[src/rtl/parking_pkg.sv]
// rtl/parking_pkg.sv - shared lane-state type and default timing constants
//
// Purpose : lane FSM state enum and default DEB_CYCLES / CLEAR_CYCLES values
//           used by parking_debounce and parking_gate_ctrl.
// Ports   : none (package).

package parking_pkg;

    typedef enum logic [2:0] {
        ST_IDLE   = 3'd0,
        ST_CHECK  = 3'd1,
        ST_PULSE  = 3'd2,
        ST_OPEN   = 3'd3,
        ST_HOLD   = 3'd4,
        ST_REJECT = 3'd5
    } lane_state_t;

    localparam int DEF_DEB_CYCLES   = 4;
    localparam int DEF_CLEAR_CYCLES = 8;

    localparam logic [15:0] REJECT_CNT_MAX = 16'hFFFF;

endpackage

[src/rtl/parking_debounce.sv]
// rtl/parking_debounce.sv - 2-FF synchroniser followed by a level debouncer
//
// Purpose : brings an asynchronous loop sensor into the clk domain and accepts
//           a level change only after it has been stable for DEB_CYCLES cycles.
// Ports   : clk    - rising-edge clock
//           reset  - asynchronous active-low reset
//           raw    - asynchronous loop sensor
//           rise   - one-cycle pulse when the debounced level goes 0 -> 1
//           fall   - one-cycle pulse when the debounced level goes 1 -> 0

module parking_debounce
    import parking_pkg::*;
#(
    parameter int DEB_CYCLES = DEF_DEB_CYCLES
) (
    input  logic clk,
    input  logic reset,
    input  logic raw,
    output logic rise,
    output logic fall
);

    localparam logic [3:0] CNT_LAST = 4'(DEB_CYCLES - 1);

    logic       sync1;
    logic       sync2;
    logic       level;
    logic [3:0] cnt;

    // cnt holds how many consecutive cycles sync2 has disagreed with level;
    // the level flips on the DEB_CYCLES-th disagreeing cycle.
    always_ff @(posedge clk or negedge reset) begin
        if (!reset) begin
            sync1 <= 1'b0;
            sync2 <= 1'b0;
            level <= 1'b0;
            cnt   <= 4'd0;
            rise  <= 1'b0;
            fall  <= 1'b0;
        end else begin
            sync1 <= raw;
            sync2 <= sync1;
            rise  <= 1'b0;
            fall  <= 1'b0;
            if (sync2 != level) begin
                if (cnt == CNT_LAST) begin
                    level <= sync2;
                    cnt   <= 4'd0;
                    rise  <= sync2;
                    fall  <= ~sync2;
                end else begin
                    cnt <= cnt + 4'd1;
                end
            end else begin
                cnt <= 4'd0;
            end
        end
    end

endmodule

[src/rtl/parking_gate_ctrl.sv]
// rtl/parking_gate_ctrl.sv - entry/exit barrier controller for a car park
//
// Purpose : two independent lane FSMs (entry, exit) driven by debounced loop
//           sensors; issue one event pulse per car, open/hold the barrier and
//           reject entry when the zone for the car's class is full.
// Config  : PARKING_GATE_REJECT_CNT_EN - when defined, reject_cnt counts
//           rejected entries (saturating); otherwise it is tied to 0.
// Ports   : clk, reset (async active-low)
//           entry_loop, entry_tag_uni, exit_loop, exit_tag_uni - lane inputs
//           is_vacated_space, uni_is_vacated_space - zone vacancy flags
//           car_entered/is_uni_car_entered, car_exited/is_uni_car_exited
//           entry_barrier_open, exit_barrier_open, entry_reject, reject_cnt

module parking_gate_ctrl
    import parking_pkg::*;
#(
    parameter int DEB_CYCLES   = DEF_DEB_CYCLES,
    parameter int CLEAR_CYCLES = DEF_CLEAR_CYCLES
) (
    input  logic        clk,
    input  logic        reset,
    input  logic        entry_loop,
    input  logic        entry_tag_uni,
    input  logic        exit_loop,
    input  logic        exit_tag_uni,
    input  logic        is_vacated_space,
    input  logic        uni_is_vacated_space,
    output logic        car_entered,
    output logic        is_uni_car_entered,
    output logic        car_exited,
    output logic        is_uni_car_exited,
    output logic        entry_barrier_open,
    output logic        exit_barrier_open,
    output logic        entry_reject,
    output logic [15:0] reject_cnt
);

    localparam logic [7:0] HOLD_LAST = 8'(CLEAR_CYCLES - 1);

    logic ent_rise, ent_fall;
    logic ext_rise, ext_fall;

    parking_debounce #(.DEB_CYCLES(DEB_CYCLES)) u_deb_entry (
        .clk   (clk),
        .reset (reset),
        .raw   (entry_loop),
        .rise  (ent_rise),
        .fall  (ent_fall)
    );

    parking_debounce #(.DEB_CYCLES(DEB_CYCLES)) u_deb_exit (
        .clk   (clk),
        .reset (reset),
        .raw   (exit_loop),
        .rise  (ext_rise),
        .fall  (ext_fall)
    );

    // ---------------------------------------------------------------- entry
    lane_state_t ent_state, ent_nxt;
    logic        ent_cls;
    logic [7:0]  ent_hold;
    logic        ent_vac;

    assign ent_vac = ent_cls ? uni_is_vacated_space : is_vacated_space;

    always_ff @(posedge clk or negedge reset) begin
        if (!reset) begin
            ent_state <= ST_IDLE;
            ent_cls   <= 1'b0;
            ent_hold  <= 8'd0;
        end else begin
            ent_state <= ent_nxt;
            if (ent_state == ST_IDLE && ent_rise) begin
                ent_cls <= entry_tag_uni;
            end
            // hold timer only runs in HOLD, so every entry into HOLD starts at 0
            ent_hold <= (ent_state == ST_HOLD) ? ent_hold + 8'd1 : 8'd0;
        end
    end

    always_comb begin
        ent_nxt            = ent_state;
        car_entered        = 1'b0;
        is_uni_car_entered = 1'b0;
        entry_barrier_open = 1'b0;
        entry_reject       = 1'b0;
        case (ent_state)
            ST_IDLE: begin
                if (ent_rise) ent_nxt = ST_CHECK;
            end
            ST_CHECK: begin
                ent_nxt = ent_vac ? ST_PULSE : ST_REJECT;
            end
            ST_PULSE: begin
                car_entered        = 1'b1;
                is_uni_car_entered = ent_cls;
                ent_nxt            = ST_OPEN;
            end
            ST_OPEN: begin
                entry_barrier_open = 1'b1;
                if (ent_fall) ent_nxt = ST_HOLD;
            end
            ST_HOLD: begin
                entry_barrier_open = 1'b1;
                // a following car re-enters OPEN without a new event pulse
                if (ent_rise)                   ent_nxt = ST_OPEN;
                else if (ent_hold == HOLD_LAST) ent_nxt = ST_IDLE;
            end
            ST_REJECT: begin
                entry_reject = 1'b1;
                // leave only once the rejected car has driven off the loop
                if (ent_fall) ent_nxt = ST_IDLE;
            end
            default: ent_nxt = ST_IDLE;
        endcase
    end

    // ----------------------------------------------------------------- exit
    lane_state_t ext_state, ext_nxt;
    logic        ext_cls;
    logic [7:0]  ext_hold;

    always_ff @(posedge clk or negedge reset) begin
        if (!reset) begin
            ext_state <= ST_IDLE;
            ext_cls   <= 1'b0;
            ext_hold  <= 8'd0;
        end else begin
            ext_state <= ext_nxt;
            if (ext_state == ST_IDLE && ext_rise) begin
                ext_cls <= exit_tag_uni;
            end
            ext_hold <= (ext_state == ST_HOLD) ? ext_hold + 8'd1 : 8'd0;
        end
    end

    always_comb begin
        ext_nxt           = ext_state;
        car_exited        = 1'b0;
        is_uni_car_exited = 1'b0;
        exit_barrier_open = 1'b0;
        case (ext_state)
            ST_IDLE: begin
                if (ext_rise) ext_nxt = ST_CHECK;
            end
            ST_CHECK: begin
                ext_nxt = ST_PULSE;
            end
            ST_PULSE: begin
                car_exited        = 1'b1;
                is_uni_car_exited = ext_cls;
                ext_nxt           = ST_OPEN;
            end
            ST_OPEN: begin
                exit_barrier_open = 1'b1;
                if (ext_fall) ext_nxt = ST_HOLD;
            end
            ST_HOLD: begin
                exit_barrier_open = 1'b1;
                if (ext_rise)                   ext_nxt = ST_OPEN;
                else if (ext_hold == HOLD_LAST) ext_nxt = ST_IDLE;
            end
            default: ext_nxt = ST_IDLE;
        endcase
    end

    // ------------------------------------------------------- reject counter
`ifdef PARKING_GATE_REJECT_CNT_EN
    logic [15:0] rej_q;

    always_ff @(posedge clk or negedge reset) begin
        if (!reset) begin
            rej_q <= 16'd0;
        end else if (ent_state == ST_CHECK && !ent_vac && rej_q != REJECT_CNT_MAX) begin
            rej_q <= rej_q + 16'd1;
        end
    end

    assign reject_cnt = rej_q;
`else
    assign reject_cnt = 16'h0000;
`endif

endmodule
[config.mk]
export PLATFORM = sky130hd
export DESIGN_NAME = parking_gate_ctrl
export DESIGN_NICKNAME = d
export VERILOG_FILES = /design/src/rtl/parking_pkg.sv /design/src/rtl/parking_debounce.sv /design/src/rtl/parking_gate_ctrl.sv
export SDC_FILE = /design/constraint.sdc
export NUM_CORES = 1
export LEC_CHECK = 0
export CORE_MARGIN = 2
export CORE_UTILIZATION = 52
export DETAILED_ROUTE_END_ITERATION = 10
export HOLD_SLACK_MARGIN = 0.1
export PLACE_DENSITY = 0.78
export SYNTH_ARGS = -nofsm -noshare
export SYNTH_HDL_FRONTEND = slang
export SYNTH_SLANG_ARGS = --single-unit
[constraint.sdc]
create_clock -name clk -period 1.7 [get_ports clk]
set_input_delay 0.34 -clock clk [delete_from_list [all_inputs] [get_ports clk]]
set_output_delay 0.34 -clock clk [all_outputs]
set_load 0.1 [all_outputs]
Word level (Yosys, flattened, before mapping)

Index checks and enable logic that the tools add are counted.

Register bits after elaboration: 42
Bits of input ports: 8
Output and inout bits: 23
Word-level logic and storage cells: 90

Eq/ne operators: 22
Multiplexer cells: 34
Reductions and logical operators: 10
Add/sub/neg operators: 4
Bitwise operators: 2

Operators with widths:

| kind                  | count |
|---|---|
| $mux W3               | 10 |
| $pmux W3 S6           | 1 |
| $add A8 B1 Y8 const B | 2 |
| $eq A8 B3 Y1 const B  | 2 |
| $mux W1               | 16 |
| $mux W4               | 4 |
| $mux W8               | 2 |
| $pmux W3 S5           | 1 |
| $eq A3 B2 Y1 const B  | 4 |
| $ne A2 B1 Y1 const B  | 5 |
| $eq A3 B3 Y1 const B  | 3 |
| $add A4 B1 Y4 const B | 2 |
| $eq A4 B2 Y1 const B  | 2 |
| $eq A3 B1 Y1 const B  | 2 |
| $logic_not A3 Y1      | 2 |
| $ne A3 B1 Y1 const B  | 2 |
| $reduce_and A2 Y1     | 2 |
| $reduce_and A4 Y1     | 1 |
| $reduce_or A2 Y1      | 2 |
| $reduce_and A3 Y1     | 1 |
| $logic_and A1 B1 Y1   | 2 |
| $ne A1 B1 Y1          | 2 |
| $not A1 Y1            | 2 |

Logic depth before layout (Yosys ltp)

Gate-level depths: netlist of the first run.

Depth in word-level cells: 4
Depth in mapped cells: 5
Gate-level depth less buffers: 5

By module

A second synthesis of the first run with hierarchy kept.

Cell total of the unflattened synthesis: 192
Area total of the unflattened synthesis: 2058.2 sq um

By module, submodules not included:

| module            | times used | cells an instance | area each (sq um) | seq. area each (sq um) |
|---|---|---|---|---|
| parking_gate_ctrl | 1          | 142               | 1330.0            | 600.6 |
| parking_debounce  | 2          | 25                | 364.1             | 225.2 |

Worst setup path before layout of the first run

OpenSTA, ideal clock, no wires.

Path type: flip-flop to output port
Start: reg ent_state[1]
End: out is_uni_car_entered
Buffers on the path: 1
Data required time: 1.360 ns
Slack: -2.454 ns
Cell stages (with the launch flop): 4
Arrival: 3.814 ns
Cells stage by stage: dfrtp_1 > clkbuf_1 > nor3b_1 > and2_1

Word-level cells in the longest chain between the ends: 2

RTL lines:

| item                     | line                    | text |
|---|---|---|
| start: declaration       | parking_gate_ctrl.sv:60 | `lane_state_t ent_state, ent_nxt;` |
| start signal: assignment | parking_gate_ctrl.sv:73 | `ent_state <= ent_nxt;` |
| $eq A3 B2 Y1             | parking_gate_ctrl.sv:88 | `case (ent_state)` |
| $mux W1                  | parking_gate_ctrl.sv:88 |  |
| end: declaration         | parking_gate_ctrl.sv:29 | `output logic is_uni_car_entered,` |

No other way between the ends.

Final worst setup path of the first run

Start: reg ext_state[2]
End: out is_uni_car_exited

Word-level cells in the longest chain between the ends: 2

RTL lines:

| item                     | line                     | text |
|---|---|---|
| start: declaration       | parking_gate_ctrl.sv:120 | `lane_state_t ext_state, ext_nxt;` |
| start signal: assignment | parking_gate_ctrl.sv:130 | `ext_state <= ext_nxt;` |
| $eq A3 B2 Y1             | parking_gate_ctrl.sv:143 | `case (ext_state)` |
| $mux W1                  | parking_gate_ctrl.sv:143 |  |
| end: declaration         | parking_gate_ctrl.sv:31  | `output logic is_uni_car_exited,` |

No other way between the ends.

==> flow_summary.json, run 1 <==
{
  "switching_power_w": 0.00140,
  "syn_inst": 187,
  "sort_of_element_at_the_end_of_the_critical_path": "output pin",
  "synth-main-ff-cell": "sky130_fd_sc_hd__dfrtp_1",
  "cp_top_family": "simple AND/OR/NAND/NOR gates",
  "fin_tns_setup_ps": 0,
  "netlist_area_um2": 1960,
  "core_region_area_um2": 3630,
  "max_clock_freq_ghz": 0.602,
  "place_area_um2": 2230,
  "grt_pass1_vias": 1389,
  "share_of_layout_cells_above_drive_strength_1_pct": 23.4,
  "yosysWarningCount": 0,
  "number_of_synthesized_register_bits": 42,
  "grt_max_degree": 25,
  "finalCritPeriodShare_pct": 97.7,
  "placed_cells_incl_taps": 249,
  "grt_pass1_wl_um": 5890,
  "cts.path.max_buffers": 2,
  "status": "completed",
  "post_synth.cell_area_avg_um2": 10.5,
  "gp_congestion": 0.923,
  "nNetsFinal": 229,
  "insertion_delay_ps": 290,
  "antenna_found_initial": 0,
  "critical-path-max-stage-delay_ps": 400,
  "gr-usage-all-layers_pct": 18.4,
  "vias": 1362,
  "drc_errors": 0,
  "seqPwrFrac_pct": 38.2,
  "finalWorstPathRequiredPeriod_ps": 1660,
  "critPathBufInv": 1,
  "drtIter0Drc": 47,
  "critical_path_cell_list": "nand2b_4, nor2_4, and2_4, buf_12",
  "ys_types": 30,
  "worst-endpoint-arrival_ps": 1320,
  "final-instance-count-excl-fill": 266,
  "finalWirelength_um": 3460,
  "synth_enable_flop_cells": 0,
  "detail_route_antenna_nets": 0,
  "row_count": 22,
  "cell_internal_pwr_w": 0.00206,
  "fill_cells": 284,
  "cts_max_level": 2,
  "fraction_of_the_yosys_area_taken_by_sequential_cells_pct": 53.6,
  "final_hold_viol_count": 0,
  "drv_cap": 0,
  "power_leakage_nw": 1.13,
  "setup_viol": 0,
  "fp.dieArea_um2": 4280,
  "hold_path_class": "reg -> reg",
  "async_set_or_reset_flop_fraction_in_the_synthesized_netlist_pct": 100,
  "p_sw_share_pct": 40.5,
  "drv_slew": 0,
  "cp_slowest_cell": "sky130_fd_sc_hd__dfrtp_1",
  "path_max_fanout": 4,
  "clkTransAtPathRegs_ps": 70,
  "place_hpwl_um": 2500,
  "max_slew.worst_pin.slew_ps": 500,
  "layout.cell_area.non_filler_um2": 2410,
  "die_height_um": 65.4,
  "ioPinCount": 31,
  "num_antenna_cells": 0,
  "grt_remaining_overflow": 0,
  "numCtsBuffers": 5,
  "clock_skew_after_layout_ps": 8.88,
  "max-slew-margin-rel_pct": 66.6,
  "path_class": "reg -> out",
  "power.ir.vdd_worst_uv": 837,
  "p_comb_share_pct": 43.1,
  "viasPerCell": 5.12,
  "initial_utilization_pct": 54.0,
  "layout-area-overhead-vs-synth_pct": 22.7,
  "clockPowerShare_pct": 18.7,
  "floorplan.die.width_um": 65.4,
  "setup_repair_after_global_routing_missed_its_margin": "yes",
  "numPortBuffers": 14,
  "cts_sinks": 42,
  "cts_tree": "yes",
  "critical_path_required_ps": 1360,
  "root_buffer": "sky130_fd_sc_hd__clkbuf_8",
  "drt_pass1_iterations": 4,
  "wl_per_cell_um": 13.0,
  "startpoint_type": "flip-flop",
  "power_per_cell_area_nw_per_um2": 1440,
  "timing.hold.ws_ps": 355
}
-- through the flow --
stage | utilization (%) | power (W) | setup slack, ps
2_1_floorplan | - | 0.00235 | -529
5_1_grt | 66.2 | 0.00364 | -6.73
3_3_place_gp | 61.3 | 0.00263 | 222
4_1_cts | 65.9 | 0.00346 | 14.6
3_5_place_dp | 61.3 | 0.00268 | 156
6_report | 66.2 | 0.00347 | 38.5
-- registers in the layout, indices dropped and copies added (netlist names) --
| register | cells |
|---|---|
| u_deb_exit.fall | 1 |
| ext_hold | 8 |
| u_deb_entry.fall | 1 |
| u_deb_exit.sync1 | 1 |
| ent_state | 3 |
| u_deb_exit.level | 1 |
| u_deb_entry.sync2 | 1 |
| ext_state | 3 |
| u_deb_entry.rise | 1 |
| u_deb_entry.level | 1 |
| u_deb_exit.sync2 | 1 |
| ext_cls | 1 |
| u_deb_entry.sync1 | 1 |
| u_deb_entry.cnt | 4 |
| u_deb_exit.cnt | 4 |
| u_deb_exit.rise | 1 |
| ent_cls | 1 |
| ent_hold | 8 |
-- final cells by class --
cell class              count  area [um^2]  area share [%]
repair buffers             27          305            12.7
well taps                  48         60.1            2.50
clock buffers               7         86.3            3.59
inverters                   5         18.8           0.780
clock inverters             1         5.00           0.208
multi-input cells         136          873            36.3
flip-flops and latches     42         1060            43.9
-- logic make-up after synthesis --
logic type               share of synthesized area (%)
buffers and inverters                             7.66
AO/OA/AOI/OAI                                     4.40
flip-flops                                        53.6
adder cells (fa/ha/maj)                           2.55
XOR/XNOR                                          7.59
multiplexers                                      3.96
AND/OR/NAND/NOR                                   20.0
other                                            0.191
-- worst paths after layout --
path | startpoint | endpoint | slack [ps] | depth (start not counted)
max | ext_state[2] | is_uni_car_exited | 40 | 4
min | u_deb_entry.sync1 | u_deb_entry.sync2 | 360 | 0
max reg2reg | ent_hold[4] | ent_state[2] | 190 | 4
min reg2reg | u_deb_entry.sync1 | u_deb_entry.sync2 | 360 | 0
max in group asynchronous | reset | ent_state[1] | 610 | 3
min in group asynchronous | reset | ent_hold[5] | 540 | 2
-- layer usage --
layer	wire length [um]	GRT usage, %
met2	1780	31.8
met1	1390	19.7
met5	0	0
met4	95	12.8
met3	189	4.62
-- power by group through the flow --
| stage | combinational [W] | clock [W] | sequential (W) |
|---|---|---|---|
| after floorplan | 0.00111 | 0 | 0.00124 |
| after global placement | 0.00130 | 0 | 0.00133 |
| after detailed placement | 0.00134 | 0 | 0.00135 |
| after CTS | 0.00149 | 0.000667 | 0.00131 |
| after global routing | 0.00159 | 0.000702 | 0.00135 |
| final | 0.00149 | 0.000647 | 0.00132 |
-- cells in the final DEF (no fill, tap or decap), types with 3 or more instances in the layout --
cell                              instances
sky130_fd_sc_hd__buf_12                   7
sky130_fd_sc_hd__a21oi_1                  3
sky130_fd_sc_hd__o21ai_0                  4
sky130_fd_sc_hd__nand3_1                 10
sky130_fd_sc_hd__ha_1                     4
sky130_fd_sc_hd__clkbuf_8                 6
sky130_fd_sc_hd__nor3_1                   3
sky130_fd_sc_hd__mux2_2                   6
sky130_fd_sc_hd__nand2_1                 15
sky130_fd_sc_hd__conb_1                  16
sky130_fd_sc_hd__and3_1                   6
sky130_fd_sc_hd__xnor2_1                  6
sky130_fd_sc_hd__nor2_1                  21
sky130_fd_sc_hd__inv_1                    5
sky130_fd_sc_hd__xor2_1                  11
sky130_fd_sc_hd__nor2b_1                  3
sky130_fd_sc_hd__dfrtp_1                 37
sky130_fd_sc_hd__nor3b_1                  5
sky130_fd_sc_hd__buf_4                   12
sky130_fd_sc_hd__dfrtp_2                  5
sky130_fd_sc_hd__clkdlybuf4s50_1          6
-- Yosys cell counts, types with 3 or more instances --
library cell / n / area (um^2)
sky130_fd_sc_hd__and3_1: 6 / 37.5
sky130_fd_sc_hd__mux2_2: 6 / 67.6
sky130_fd_sc_hd__nand2_1: 16 / 60.1
sky130_fd_sc_hd__dfrtp_1: 42 / 1050
sky130_fd_sc_hd__nor3b_1: 6 / 45.0
sky130_fd_sc_hd__nor2b_1: 3 / 18.8
sky130_fd_sc_hd__buf_4: 16 / 120
sky130_fd_sc_hd__nor3_1: 3 / 15.0
sky130_fd_sc_hd__xor2_1: 11 / 96.3
sky130_fd_sc_hd__clkbuf_1: 3 / 11.3
sky130_fd_sc_hd__o21ai_0: 5 / 25.0
sky130_fd_sc_hd__xnor2_1: 6 / 52.6
sky130_fd_sc_hd__a21oi_1: 3 / 15.0
sky130_fd_sc_hd__nand3_1: 10 / 50.1
sky130_fd_sc_hd__inv_1: 5 / 18.8
sky130_fd_sc_hd__ha_1: 4 / 50.1
sky130_fd_sc_hd__nor2_1: 25 / 93.8
-- timing repair --
action,CTS,global route
pin swaps,2,0
hold buffers,1,0
resized for setup,4,4
endpoints found under the hold margin,22,0
endpoints found under the setup margin,3,3
buffers inserted,8,0
No activity file was read; power rests on OpenSTA's default activity.
==> run 2: changes to the inputs <==
--- a/config.mk
+++ b/config.mk
@@ -6,10 +6,10 @@
 export NUM_CORES = 1
 export LEC_CHECK = 0
 export CORE_MARGIN = 2
-export CORE_UTILIZATION = 52
+export CORE_UTILIZATION = 53
 export DETAILED_ROUTE_END_ITERATION = 10
 export HOLD_SLACK_MARGIN = 0.1
-export PLACE_DENSITY = 0.78
+export PLACE_DENSITY = 0.79
 export SYNTH_ARGS = -nofsm -noshare
 export SYNTH_HDL_FRONTEND = slang
 export SYNTH_SLANG_ARGS = --single-unit
==> flow_summary.json, run 2 (synthesized netlist as in run 1, its figures left out) <==
{
  "cp_slowest_cell": "sky130_fd_sc_hd__dfrtp_1",
  "initial_utilization_pct": 54.4,
  "wl_per_cell_um": 11.3,
  "finalWorstPathRequiredPeriod_ps": 1650,
  "insertion_delay_ps": 290,
  "vias": 1305,
  "root_buffer": "sky130_fd_sc_hd__clkbuf_8",
  "pre_cts_slack_ps": 198,
  "cp_top_family": "simple AND/OR/NAND/NOR gates",
  "biggestRegsByFlops": "ent_hold (8), ext_hold (8)",
  "most-common-layout-cells": "sky130_fd_sc_hd__dfrtp_1, sky130_fd_sc_hd__nor2_1, sky130_fd_sc_hd__conb_1",
  "power.ir.vdd_worst_uv": 835,
  "multi_input_comb_area_um2": 873,
  "fp.dieArea_um2": 4200,
  "num_antenna_cells": 0,
  "numPortBuffers": 14,
  "critical_path_required_ps": 1360,
  "core_region_area_um2": 3610,
  "drv_slew": 0,
  "grt_pass1_vias": 1204,
  "cts.path.max_buffers": 2,
  "cts_sinks": 42,
  "max_clock_freq_ghz": 0.604,
  "gr-usage-all-layers_pct": 16.6,
  "finalWirelength_um": 3000,
  "status": "completed",
  "setup_repair_after_global_routing_missed_its_margin": "yes",
  "path_max_fanout": 4,
  "gp_congestion": 0.798,
  "final_hold_viol_count": 0,
  "grt_pass1_wl_um": 5260,
  "critical-path-max-stage-delay_ps": 400,
  "drt_pass1_iterations": 5,
  "detail_route_antenna_nets": 0,
  "drv_cap": 0,
  "sort_of_element_at_the_end_of_the_critical_path": "output pin",
  "clkTransAtPathRegs_ps": 80,
  "power_leakage_nw": 1.13,
  "finalCritPeriodShare_pct": 97.3,
  "fin_tns_setup_ps": 0,
  "critical_path_cell_list": "nand2b_4, nor2_4, and2_4, buf_12",
  "ioPinCount": 31,
  "die_height_um": 64.8,
  "row_count": 22,
  "startpoint_type": "flip-flop",
  "postLayoutCoreUtil_pct": 66.9,
  "drc_errors": 0,
  "final_common_cell": "sky130_fd_sc_hd__dfrtp_1",
  "antenna_found_initial": 0,
  "layout-area-overhead-vs-synth_pct": 23.1,
  "fill_cells": 263,
  "numCtsBuffers": 5,
  "place_hpwl_um": 2100,
  "nNetsFinal": 228,
  "final-seq-area_um2": 1060,
  "grt_max_degree": 26,
  "worst-endpoint-arrival_ps": 1310,
  "clock_skew_after_layout_ps": 4.38,
  "cts_tree": "yes",
  "viasPerCell": 4.92,
  "power_per_cell_area_nw_per_um2": 1430,
  "critPathBufInv": 1,
  "setup_viol": 0,
  "timing.hold.ws_ps": 352,
  "path_class": "reg -> out",
  "drtIter0Drc": 63,
  "floorplan.die.width_um": 64.8,
  "fin_ws_ps": 45.2,
  "grt_remaining_overflow": 0,
  "share_of_layout_cells_above_drive_strength_1_pct": 23.0,
  "cts_max_level": 2,
  "hold_path_class": "reg -> reg"
}
## run 2: power by group
| group | switching, W | leakage (nW) | total [W] | internal, W |
|---|---|---|---|---|
| sequential | 0.000169 | 0.551 | 0.00132 | 0.00115 |
| clock | 0.000328 | 0.0472 | 0.000654 | 0.000326 |
| combinational | 0.000898 | 0.531 | 0.00148 | 0.000579 |
| total | 0.00140 | 1.13 | 0.00345 | 0.00206 |
## run 2: path summary, 6_finish.rpt
| path | slack, ps | cells past startpoint | endpoint | start |
|---|---|---|---|---|
| min in group asynchronous | 510 | 2 | ent_hold[4] | reset |
| max in group asynchronous | 720 | 3 | ext_state[1] | reset |
| min reg2reg | 350 | 0 | u_deb_exit.sync2 | u_deb_exit.sync1 |
| max reg2reg | 190 | 4 | ent_state[2] | ent_hold[4] |
| min | 350 | 0 | u_deb_exit.sync2 | u_deb_exit.sync1 |
| max | 50 | 4 | is_uni_car_exited | ext_state[2] |
## run 2: metrics by stage
stage	instance area (um^2)	instances	total power [W]
6_report	2410	265	0.00345
3_5_place_dp	2230	248	0.00268
5_1_grt	2410	265	0.00364
2_1_floorplan	2080	202	0.00235
4_1_cts	2360	259	0.00337
3_3_place_gp	2230	248	0.00265
## run 2: cell type report
class | count | share of cell area (%)
Clock inverter | 2 | 0.518
Inverter | 5 | 0.778
Tap cell | 48 | 2.49
Sequential cell | 42 | 43.8
Clock buffer | 6 | 3.42
Multi-Input combinational cell | 136 | 36.2
Timing Repair Buffer | 26 | 12.9
## run 2: per-layer routing
layer	global-route usage (%)	wire, um	up-vias
met3	5.21	149	6
met4	7.98	57	0
li1	-	-	653
met5	0	0	-
met1	21.2	1430	617
met2	25.8	1370	29
## run 2: worst register-to-register path, delay by kind of cell (launching register included)
kind            cells  cell delay, ps
compound gates      1             210
flops               1             410
mux                 1             120
simple gates        2             650
## run 2: what timing repair did
action,4_1_cts,5_1_grt
pin swaps,1,2
endpoints found under the setup margin,3,5
hold endpoints to repair,17,0
hold buffers,1,0
resized for setup,4,3
buffers inserted,2,6
